## src/rtl/rename_sequencer_if.sv

```systemverilog
// Decode-lane rename request/response bundle.
// The decode side holds the master modport and the sequencer holds the slave.
interface rename_sequencer_if #(
    parameter int AW = 3,
    parameter int PW = 4
);
    logic          req0_valid;
    logic [AW-1:0] req0_arch;
    logic          req0_ready;
    logic          req1_valid;
    logic [AW-1:0] req1_arch;
    logic          req1_ready;
    logic          rsp_valid;
    logic          rsp_lane;
    logic [PW-1:0] rsp_phys;
    logic [PW-1:0] rsp_old;

    modport master (
        output req0_valid, req0_arch, req1_valid, req1_arch,
        input  req0_ready, req1_ready,
        input  rsp_valid, rsp_lane, rsp_phys, rsp_old
    );

    modport slave (
        input  req0_valid, req0_arch, req1_valid, req1_arch,
        output req0_ready, req1_ready,
        output rsp_valid, rsp_lane, rsp_phys, rsp_old
    );
endinterface

```

## src/rtl/rename_sequencer.sv

```systemverilog
// Shares the renamer write port between two decode lanes and
// retires displaced physical tags in program order.
module rename_sequencer #(
    parameter int ARCH_REGS = 8,
    parameter int PHYS_REGS = 16,
    parameter int RQ_DEPTH  = 8,
    parameter int INIT_FREE = 8
) (
    input  logic                           clk,
    input  logic                           rst,
    rename_sequencer_if.slave              lanes,
    input  logic                           commit_valid,
    output logic                           commit_err,
    output logic [$clog2(ARCH_REGS):0]     ren_writein,
    output logic [$clog2(PHYS_REGS):0]     ren_retirein,
    input  logic [$clog2(PHYS_REGS)-1:0]   ren_writeout,
    input  logic [$clog2(PHYS_REGS)-1:0]   ren_oldwrite,
    output logic [$clog2(PHYS_REGS+1)-1:0] free_count,
    output logic                           stall
);
    localparam int PW = $clog2(PHYS_REGS);
    localparam int QW = $clog2(RQ_DEPTH);
    localparam int CW = QW + 1;
    localparam int FW = $clog2(PHYS_REGS + 1);

    logic          rr;
    logic          inflight;
    logic          lane_q;
    logic [PW-1:0] rq_mem [RQ_DEPTH];
    logic [QW-1:0] head;
    logic [QW-1:0] tail;
    logic [CW-1:0] rq_count;

    logic          any_req;
    logic          can_grant;
    logic          grant;
    logic          gnt_lane;
    logic          rq_empty;
    logic          pop;
    logic          take_bypass;
    logic          push_q;
    logic          pop_q;
    logic [PW-1:0] pop_tag;

    assign any_req   = lanes.req0_valid | lanes.req1_valid;
    assign can_grant = (free_count != '0) &&
                       ((rq_count + CW'(inflight)) < CW'(RQ_DEPTH));

    always_comb begin
        gnt_lane = 1'b0;
        case ({lanes.req1_valid, lanes.req0_valid})
            2'b11:   gnt_lane = rr;
            2'b10:   gnt_lane = 1'b1;
            default: gnt_lane = 1'b0;
        endcase
    end

    // Gating with rst keeps the write port quiet while reset is held.
    assign grant            = rst & can_grant & any_req;
    assign lanes.req0_ready = grant & ~gnt_lane;
    assign lanes.req1_ready = grant & gnt_lane;
    assign stall            = ~can_grant & any_req;
    assign ren_writein      = grant ?
        {(gnt_lane ? lanes.req1_arch : lanes.req0_arch), 1'b1} : '0;

    assign lanes.rsp_valid = inflight;
    assign lanes.rsp_lane  = lane_q;
    assign lanes.rsp_phys  = ren_writeout;
    assign lanes.rsp_old   = ren_oldwrite;

    // An empty queue can still retire the tag arriving this cycle.
    assign rq_empty    = (rq_count == '0);
    assign pop         = commit_valid & (~rq_empty | inflight);
    assign take_bypass = commit_valid & rq_empty & inflight;
    assign push_q      = inflight & ~take_bypass;
    assign pop_q       = pop & ~take_bypass;
    assign pop_tag     = rq_empty ? ren_oldwrite : rq_mem[head];

    always_ff @(posedge clk) begin
        if (push_q) begin
            rq_mem[tail] <= ren_oldwrite;
        end
    end

    always_ff @(posedge clk or negedge rst) begin
        if (!rst) begin
            free_count   <= FW'(INIT_FREE);
            rr           <= 1'b0;
            inflight     <= 1'b0;
            lane_q       <= 1'b0;
            head         <= '0;
            tail         <= '0;
            rq_count     <= '0;
            ren_retirein <= '0;
            commit_err   <= 1'b0;
        end else begin
            inflight <= grant;
            if (grant) begin
                lane_q <= gnt_lane;
            end
            if (grant && lanes.req0_valid && lanes.req1_valid) begin
                rr <= ~gnt_lane;
            end
            free_count <= free_count - FW'(grant) + FW'(pop);
            if (push_q) begin
                tail <= tail + 1'b1;
            end
            if (pop_q) begin
                head <= head + 1'b1;
            end
            rq_count     <= rq_count + CW'(push_q) - CW'(pop_q);
            ren_retirein <= pop ? {pop_tag, 1'b1} : '0;
            commit_err   <= commit_valid & ~pop;
        end
    end

    assert property (@(posedge clk) disable iff (!rst)
        free_count <= FW'(PHYS_REGS));

endmodule

```

## src/flat_wrapper.sv

```systemverilog
// flat-port wrapper written by rule: the top's interface ports become plain ports
module rename_sequencer_flat 
#(
    parameter int ARCH_REGS = 8,
    parameter int PHYS_REGS = 16,
    parameter int RQ_DEPTH  = 8,
    parameter int INIT_FREE = 8
)
  (clk, rst, commit_valid, commit_err, ren_writein, ren_retirein, ren_writeout, ren_oldwrite, free_count, stall, lanes_req0_valid, lanes_req0_arch, lanes_req1_valid, lanes_req1_arch, lanes_req0_ready, lanes_req1_ready, lanes_rsp_valid, lanes_rsp_lane, lanes_rsp_phys, lanes_rsp_old);
  rename_sequencer_if lanes_i ();
  input  logic clk;
  input  logic rst;
  input  logic commit_valid;
  output logic commit_err;
  output logic [$clog2(ARCH_REGS):0] ren_writein;
  output logic [$clog2(PHYS_REGS):0] ren_retirein;
  input  logic [$clog2(PHYS_REGS)-1:0] ren_writeout;
  input  logic [$clog2(PHYS_REGS)-1:0] ren_oldwrite;
  output logic [$clog2(PHYS_REGS+1)-1:0] free_count;
  output logic stall;
  input wire logic [$bits(lanes_i.req0_valid)-1:0] lanes_req0_valid;
  input wire logic [$bits(lanes_i.req0_arch)-1:0] lanes_req0_arch;
  input wire logic [$bits(lanes_i.req1_valid)-1:0] lanes_req1_valid;
  input wire logic [$bits(lanes_i.req1_arch)-1:0] lanes_req1_arch;
  output wire logic [$bits(lanes_i.req0_ready)-1:0] lanes_req0_ready;
  output wire logic [$bits(lanes_i.req1_ready)-1:0] lanes_req1_ready;
  output wire logic [$bits(lanes_i.rsp_valid)-1:0] lanes_rsp_valid;
  output wire logic [$bits(lanes_i.rsp_lane)-1:0] lanes_rsp_lane;
  output wire logic [$bits(lanes_i.rsp_phys)-1:0] lanes_rsp_phys;
  output wire logic [$bits(lanes_i.rsp_old)-1:0] lanes_rsp_old;
  assign lanes_i.req0_valid = lanes_req0_valid;
  assign lanes_i.req0_arch = lanes_req0_arch;
  assign lanes_i.req1_valid = lanes_req1_valid;
  assign lanes_i.req1_arch = lanes_req1_arch;
  assign lanes_req0_ready = lanes_i.req0_ready;
  assign lanes_req1_ready = lanes_i.req1_ready;
  assign lanes_rsp_valid = lanes_i.rsp_valid;
  assign lanes_rsp_lane = lanes_i.rsp_lane;
  assign lanes_rsp_phys = lanes_i.rsp_phys;
  assign lanes_rsp_old = lanes_i.rsp_old;
  rename_sequencer #(.ARCH_REGS(ARCH_REGS), .PHYS_REGS(PHYS_REGS), .RQ_DEPTH(RQ_DEPTH), .INIT_FREE(INIT_FREE)) u_core (.clk(clk), .rst(rst), .lanes(lanes_i), .commit_valid(commit_valid), .commit_err(commit_err), .ren_writein(ren_writein), .ren_retirein(ren_retirein), .ren_writeout(ren_writeout), .ren_oldwrite(ren_oldwrite), .free_count(free_count), .stall(stall));
endmodule
```

## config.mk

```make
export PLATFORM = sky130hd
export DESIGN_NAME = rename_sequencer_flat
export DESIGN_NICKNAME = d
export VERILOG_FILES = /design/src/rtl/rename_sequencer_if.sv /design/src/rtl/rename_sequencer.sv /design/src/flat_wrapper.sv
export SDC_FILE = /design/constraint.sdc
export NUM_CORES = 1
export LEC_CHECK = 0
export ABC_AREA = 1
export CAP_MARGIN = 20
export CELL_PAD_IN_SITES_DETAIL_PLACEMENT = 1
export CELL_PAD_IN_SITES_GLOBAL_PLACEMENT = 2
export CORE_MARGIN = 2
export CORE_UTILIZATION = 35
export DETAILED_ROUTE_END_ITERATION = 10
export PLACE_DENSITY = 0.8
export SYNTH_ARGS = -nofsm -noshare
export SYNTH_HDL_FRONTEND = slang
export SYNTH_SLANG_ARGS = --single-unit
export TNS_END_PERCENT = 50
```

## constraint.sdc

```tcl
create_clock -name clk -period 5.6 [get_ports clk]
set_clock_uncertainty 0.2 [all_clocks]
set_input_delay 0.56 -clock clk [delete_from_list [all_inputs] [get_ports clk]]
set_output_delay 0.56 -clock clk [all_outputs]
set_load 0.1 [all_outputs]
```

; After elaboration in Yosys (flattened, before gate mapping)
; Memories as Yosys holds them, arrays and structs flattened.
; Index checks and enable logic that the tools add are counted.
[classes]
bitwise_logic = 18
muxes = 7
magnitude_cmp = 1
addsub = 7
n_eq_ne = 2
reduce_logical = 5
[ops]
columns = operator, count
row1 = AND 1 bit, 11
row2 = adder 4 x 1 -> 4 bit, 2
row3 = 2-to-1 mux 4 bit, 2
row4 = "adder 3 x 1 -> 3 bit, second input constant", 2
row5 = adder 5 x 1 -> 5 bit, 1
row6 = 2-to-1 mux 5 bit, 1
row7 = NOT 1 bit, 5
row8 = nonzero test 5 bit, 1
row9 = subtractor 5 x 1 -> 5 bit, 1
row10 = "equality test 2 bit, second input constant", 2
row11 = logical NOT 4 bit, 1
row12 = "< comparator 4 bit, second input constant", 1
row13 = subtractor 4 x 1 -> 4 bit, 1
row14 = logical AND 1 bit, 3
row15 = 2-to-1 mux 3 bit, 1
row16 = 2-to-1 mux 1 bit, 2
row17 = OR 1 bit, 2
row18 = one-hot mux 1 bit (2 select lines), 1
[word_totals]
regBits = 24
output_inout_bits = 28
n_memories = 1
ram_bits = 32
[mem_list]
columns = memory, depth, width, rd, rd_ports_with_merged_regs, wr, line_no
row1 = u_core.rq_mem, 8, 4, 1, 0, 1, rename_sequencer.sv:29  ; logic [PW-1:0] rq_mem [RQ_DEPTH];

; Logic depth before layout (Yosys ltp)
[logic_depth]
depth_word = 7
depth_mapped = 15
depth_no_buf = 15

; Least setup slack after synthesis
; Ideal clock, no wire load.
[synth_path]
path_type = reg2out
from = register u_core.free_count[2]
to = output ren_writein[1]
arrival_ns = 3.186
stages_incl_launch_ff = 8
setup_slack_ns = 1.654
cell_sequence = dfrtp_1 inv_1 ha_1 nand2_1 nor2_1 nor2_1 nand3_1 a21oi_1
[synth_between]
elab_chain_cells = 5
[synth_rtl]
columns = element, line_no
row1 = "start, declared", rename_sequencer.sv:18  ; output logic [$clog2(PHYS_REGS+1)-1:0] free_count,
row2 = "start signal, assigned", rename_sequencer.sv:87  ; free_count <= FW'(INIT_FREE);
row3 = "start signal, assigned", rename_sequencer.sv:104  ; free_count <= free_count - FW'(grant) + FW'(pop);
row4 = nonzero test 5 bit, rename_sequencer.sv:46  ; assign can_grant = (free_count != '0) &&
row5 = logical AND 1 bit, rename_sequencer.sv:46
row6 = AND 1 bit (2 in a row), rename_sequencer.sv:59  ; assign grant = rst & can_grant & any_req;
row7 = 2-to-1 mux 4 bit, rename_sequencer.sv:63  ; assign ren_writein = grant ?
row8 = "end, declared", flat_wrapper.sv:15  ; output logic [$clog2(ARCH_REGS):0] ren_writein;
; Every way passes these cells.

; Worst setup path after layout
[layout_path]
from = input rst
to = output ren_writein[0]
[layout_between]
elab_chain_cells = 3
[layout_rtl]
columns = element, line_no
row1 = "start, declared", flat_wrapper.sv:12  ; input logic rst;
row2 = AND 1 bit (2 in a row), rename_sequencer.sv:59
row3 = 2-to-1 mux 4 bit, rename_sequencer.sv:63
; Every way passes these cells.

==> results.yml <==
logic_synthesis:
  synthMuxAreaShare_pct: 0
  yosys.area_share.simple_pct: 23.2
  synth-compound-area-share_pct: 1.65
  async_flop_share_pct: 42.9
  synth_top_family_by_area: "simple AND/OR/NAND/NOR gates"
  synth_cells: 278
  yosysSeqAreaShare_pct: 57.1
  synth_seq_cells: 56
  yosysWarnings: 0
  synth_adder_area_share_pct: 7.40
  syn_area_mm2: 0.00274
  synthFlopType: "edfxtp_1"
  synth.avg_cell_area_um2: 9.85
  synth_xor_area_share_pct: 2.56
  synth_edf_count: 32
  synth_cell_types: 26
  syn-num-nets: 312
worst_hold_path:
  holdPathEnd: "u_core.rr"
  hp-class: "flop to flop"
  hold_depth: 2
  hold_start: "u_core.rr"
run:
  maxCapViolations: 0
timing:
  rsz0062_at_grt: "no"
  holdWs_ns: 0.286
  setup_viol: 0
  hold_viol_final: 0
  min_period_ns: 3.62
  tightest_slew_ns: 0.981
  max-slew-margin-rel_pct: 34.4
  fmax_ghz: 0.277
  final_max_slew_viol_count: 0
  setup_tns_ns: 0
  min_period_over_period_pct: 64.6
clocking:
  post_cts_resized: 0
  cts_root_buffer: "clkbuf_8"
  cts_tree: "yes"
  cts_buffer_depth: 2
  clkLatencyLatePin_ns: 0.31
  numCtsBuffers: 5
  cts.clk_slew.worst_paths_ns: 0.09
  ctsHtreeMaxLevel: 2
  clkSinkCount: 56
  cts_setup_buffers: 0
  cts_hold_buf: 0
worst_setup_path:
  worst_path_largest_cell_delay_ns: 1.15
  worstSetupPathType: "input port to primary output"
  r2r_slack_ns: 2.76
  crit_path_frequent_cell: "clkdlybuf4s50_1"
  path_cells: "clkdlybuf4s50_1 > buf_4 > nand2_1 > nor2_4 > clkdlybuf4s50_1"
  cpMaxStageDelayCell: "clkdlybuf4s50_1"
  crit_buf_inv: 3
  worstSetupStartpointType: "input port"
  ff2ff_path_depth: 14
  path_delay_family: "buffers and inverters"
  crit_fanout: 25
  cp_data_arrival_time_ns: 2.86
  endpoint_kind: "primary output"
  crit-reg2reg-capture: "u_core.free_count[4]"
  rr_startpoint: "u_core.free_count[3]"
  worstPathRequired_ns: 4.84
place:
  hpwlAfterDp_um: 4610
  gp_congestion: 0.731
  dpl-instance-area_mm2: 0.00315
  io_buffers: 38
global_routing:
  grt_max_degree: 26
  track_usage_pct: 15.1
  grt_overflow_total: 0
  antenna_found_initial: 0
  grt_pass1_wl_um: 9920
  grt_pass1_vias: 2032
outcome:
  status: "finished, final reports clean"
route:
  vias: 1907
  firstDrtPassIters: 4
  wirelength_um: 6080
  via_per_inst: 4.61
  drtIter0Drc: 49
  wl_per_cell_um: 14.7
  ant_nets: 0
  drc: 0
floorplanning:
  die_w_um: 92.4
  start_util_pct: 35.8
  rows: 32
  die_h_um: 92.4
  core-area_mm2: 0.00765
  die-area_mm2: 0.00855
  pin_count: 47
power_and_ir_drop:
  finalPower_mw: 1.89
  cellLeakagePower_nw: 1.43
  irDropWorstVdd_mv: 0.283
  pwr_density_cell_mw_per_mm2: 586
cells_and_area:
  diodes: 0
  fin_nets: 345
  finalInstanceArea_mm2: 0.00323
  area_growth_pct: 18.0
  drive_above_1_share_pct: 9.29
## layer usage
| layer | part of all wire (%) | global-route usage [%] | vias up |
|---|---|---|---|
| li1 | - | - | 954 |
| met1 | 45 | 18.5 | 925 |
| met2 | 52 | 27.5 | 22 |
| met3 | 2.2 | 2.85 | 6 |
| met4 | 1.2 | 3.73 | 0 |
| met5 | 0 | 0 | - |
## where the power goes
group          internal [mW]  switching (mW)  total [mW]  leakage, nW
registers              0.542          0.0996       0.641        0.579
clock network         0.0854           0.128       0.213       0.0453
logic                  0.297           0.741        1.04        0.803
total                  0.924           0.969        1.89         1.43
## final cells by class
type,instances,area (µm²)
repair buffers,39,375
inverters,34,130
clock buffers,5,68.8
multi-input cells,175,952
flip-flops and latches,56,1560
clock inverters,3,13.8
fillers,882,4420
well taps,102,128
## cell usage in the layout, fill, tap and decap left out, drive strengths merged
cell,netlist,layout
a21oi,6,6
buf,13,6
clkbuf,0,5
clkdlybuf4s50,0,33
clkinv,1,4
dfrtp,23,23
dfstp,1,1
edfxtp,32,32
fa,2,2
ha,13,13
inv,33,33
nand2,73,73
nand3,36,36
nand4,2,2
nor2,31,31
o21ai,3,3
or2,1,1
xnor2,2,2
xor2,6,6
## sequential cells by signal (all words and copies together), names as in the netlist
name / cells
u_core.commit_err: 1
u_core.rq_mem: 32
u_core.rq_count: 4
u_core.free_count: 5
u_core.lanes.rsp_lane: 1
u_core.rr: 1
u_core.head: 3
u_core.lanes.rsp_valid: 1
u_core.tail: 3
u_core.ren_retirein: 5
## cell usage after synthesis, drive strengths merged (2+ instances only)
cell / instances / area, µm²
a21oi: 6 / 30.0
dfrtp: 23 / 576
xor2: 6 / 52.6
buf: 13 / 92.6
nand3: 36 / 198
edfxtp: 32 / 961
xnor2: 2 / 17.5
nand2: 73 / 279
ha: 13 / 163
fa: 2 / 40.0
nor2: 31 / 136
nand4: 2 / 12.5
inv: 33 / 126
o21ai: 3 / 15.0
## worst reg2reg max path: stages (launching register included)
cell and delay [ns]:
dfstp_2 0.56, inv_1 0.06, ha_1 0.20, nand2_1 0.09
nor2_1 0.05, nor2_1 0.13, nand3_1 0.20, nand2_1 0.12
nand2_1 0.07, ha_1 0.23, fa_1 0.41, a21oi_1 0.15
nor2_1 0.05, nor2_1 0.11, xor2_1 0.15
## cells by family after synthesis
group                    count (synthesis)
flip-flops                              56
AO/OA/AOI/OAI                            9
adder cells (fa/ha/maj)                 15
XOR/XNOR                                 8
AND/OR/NAND/NOR                        143
buffers and inverters                   47
## worst max path at each step
| stage | end | start | slack, ns | depth (start not counted) |
|---|---|---|---|---|
| after global placement | ren_writein[0] | rst | 1.98 | 5 |
| after detailed placement | ren_writein[0] | rst | 1.94 | 5 |
| after global routing | ren_writein[0] | rst | 1.84 | 5 |
| final | ren_writein[0] | rst | 1.98 | 5 |
| after CTS | ren_writein[0] | rst | 1.94 | 5 |
| after floorplan | ren_writein[1] | u_core.free_count[2] | 1.65 | 7 |
## through the flow
stage	setup WS, ns	std cells	util, %
2_1_floorplan	1.65	278	-
3_3_place_gp	1.98	406	41.2
5_1_grt	1.84	414	42.2
4_1_cts	1.94	414	42.2
6_report	1.98	414	42.2
3_5_place_dp	1.94	406	41.2
(Power assumes the default switching activity.)
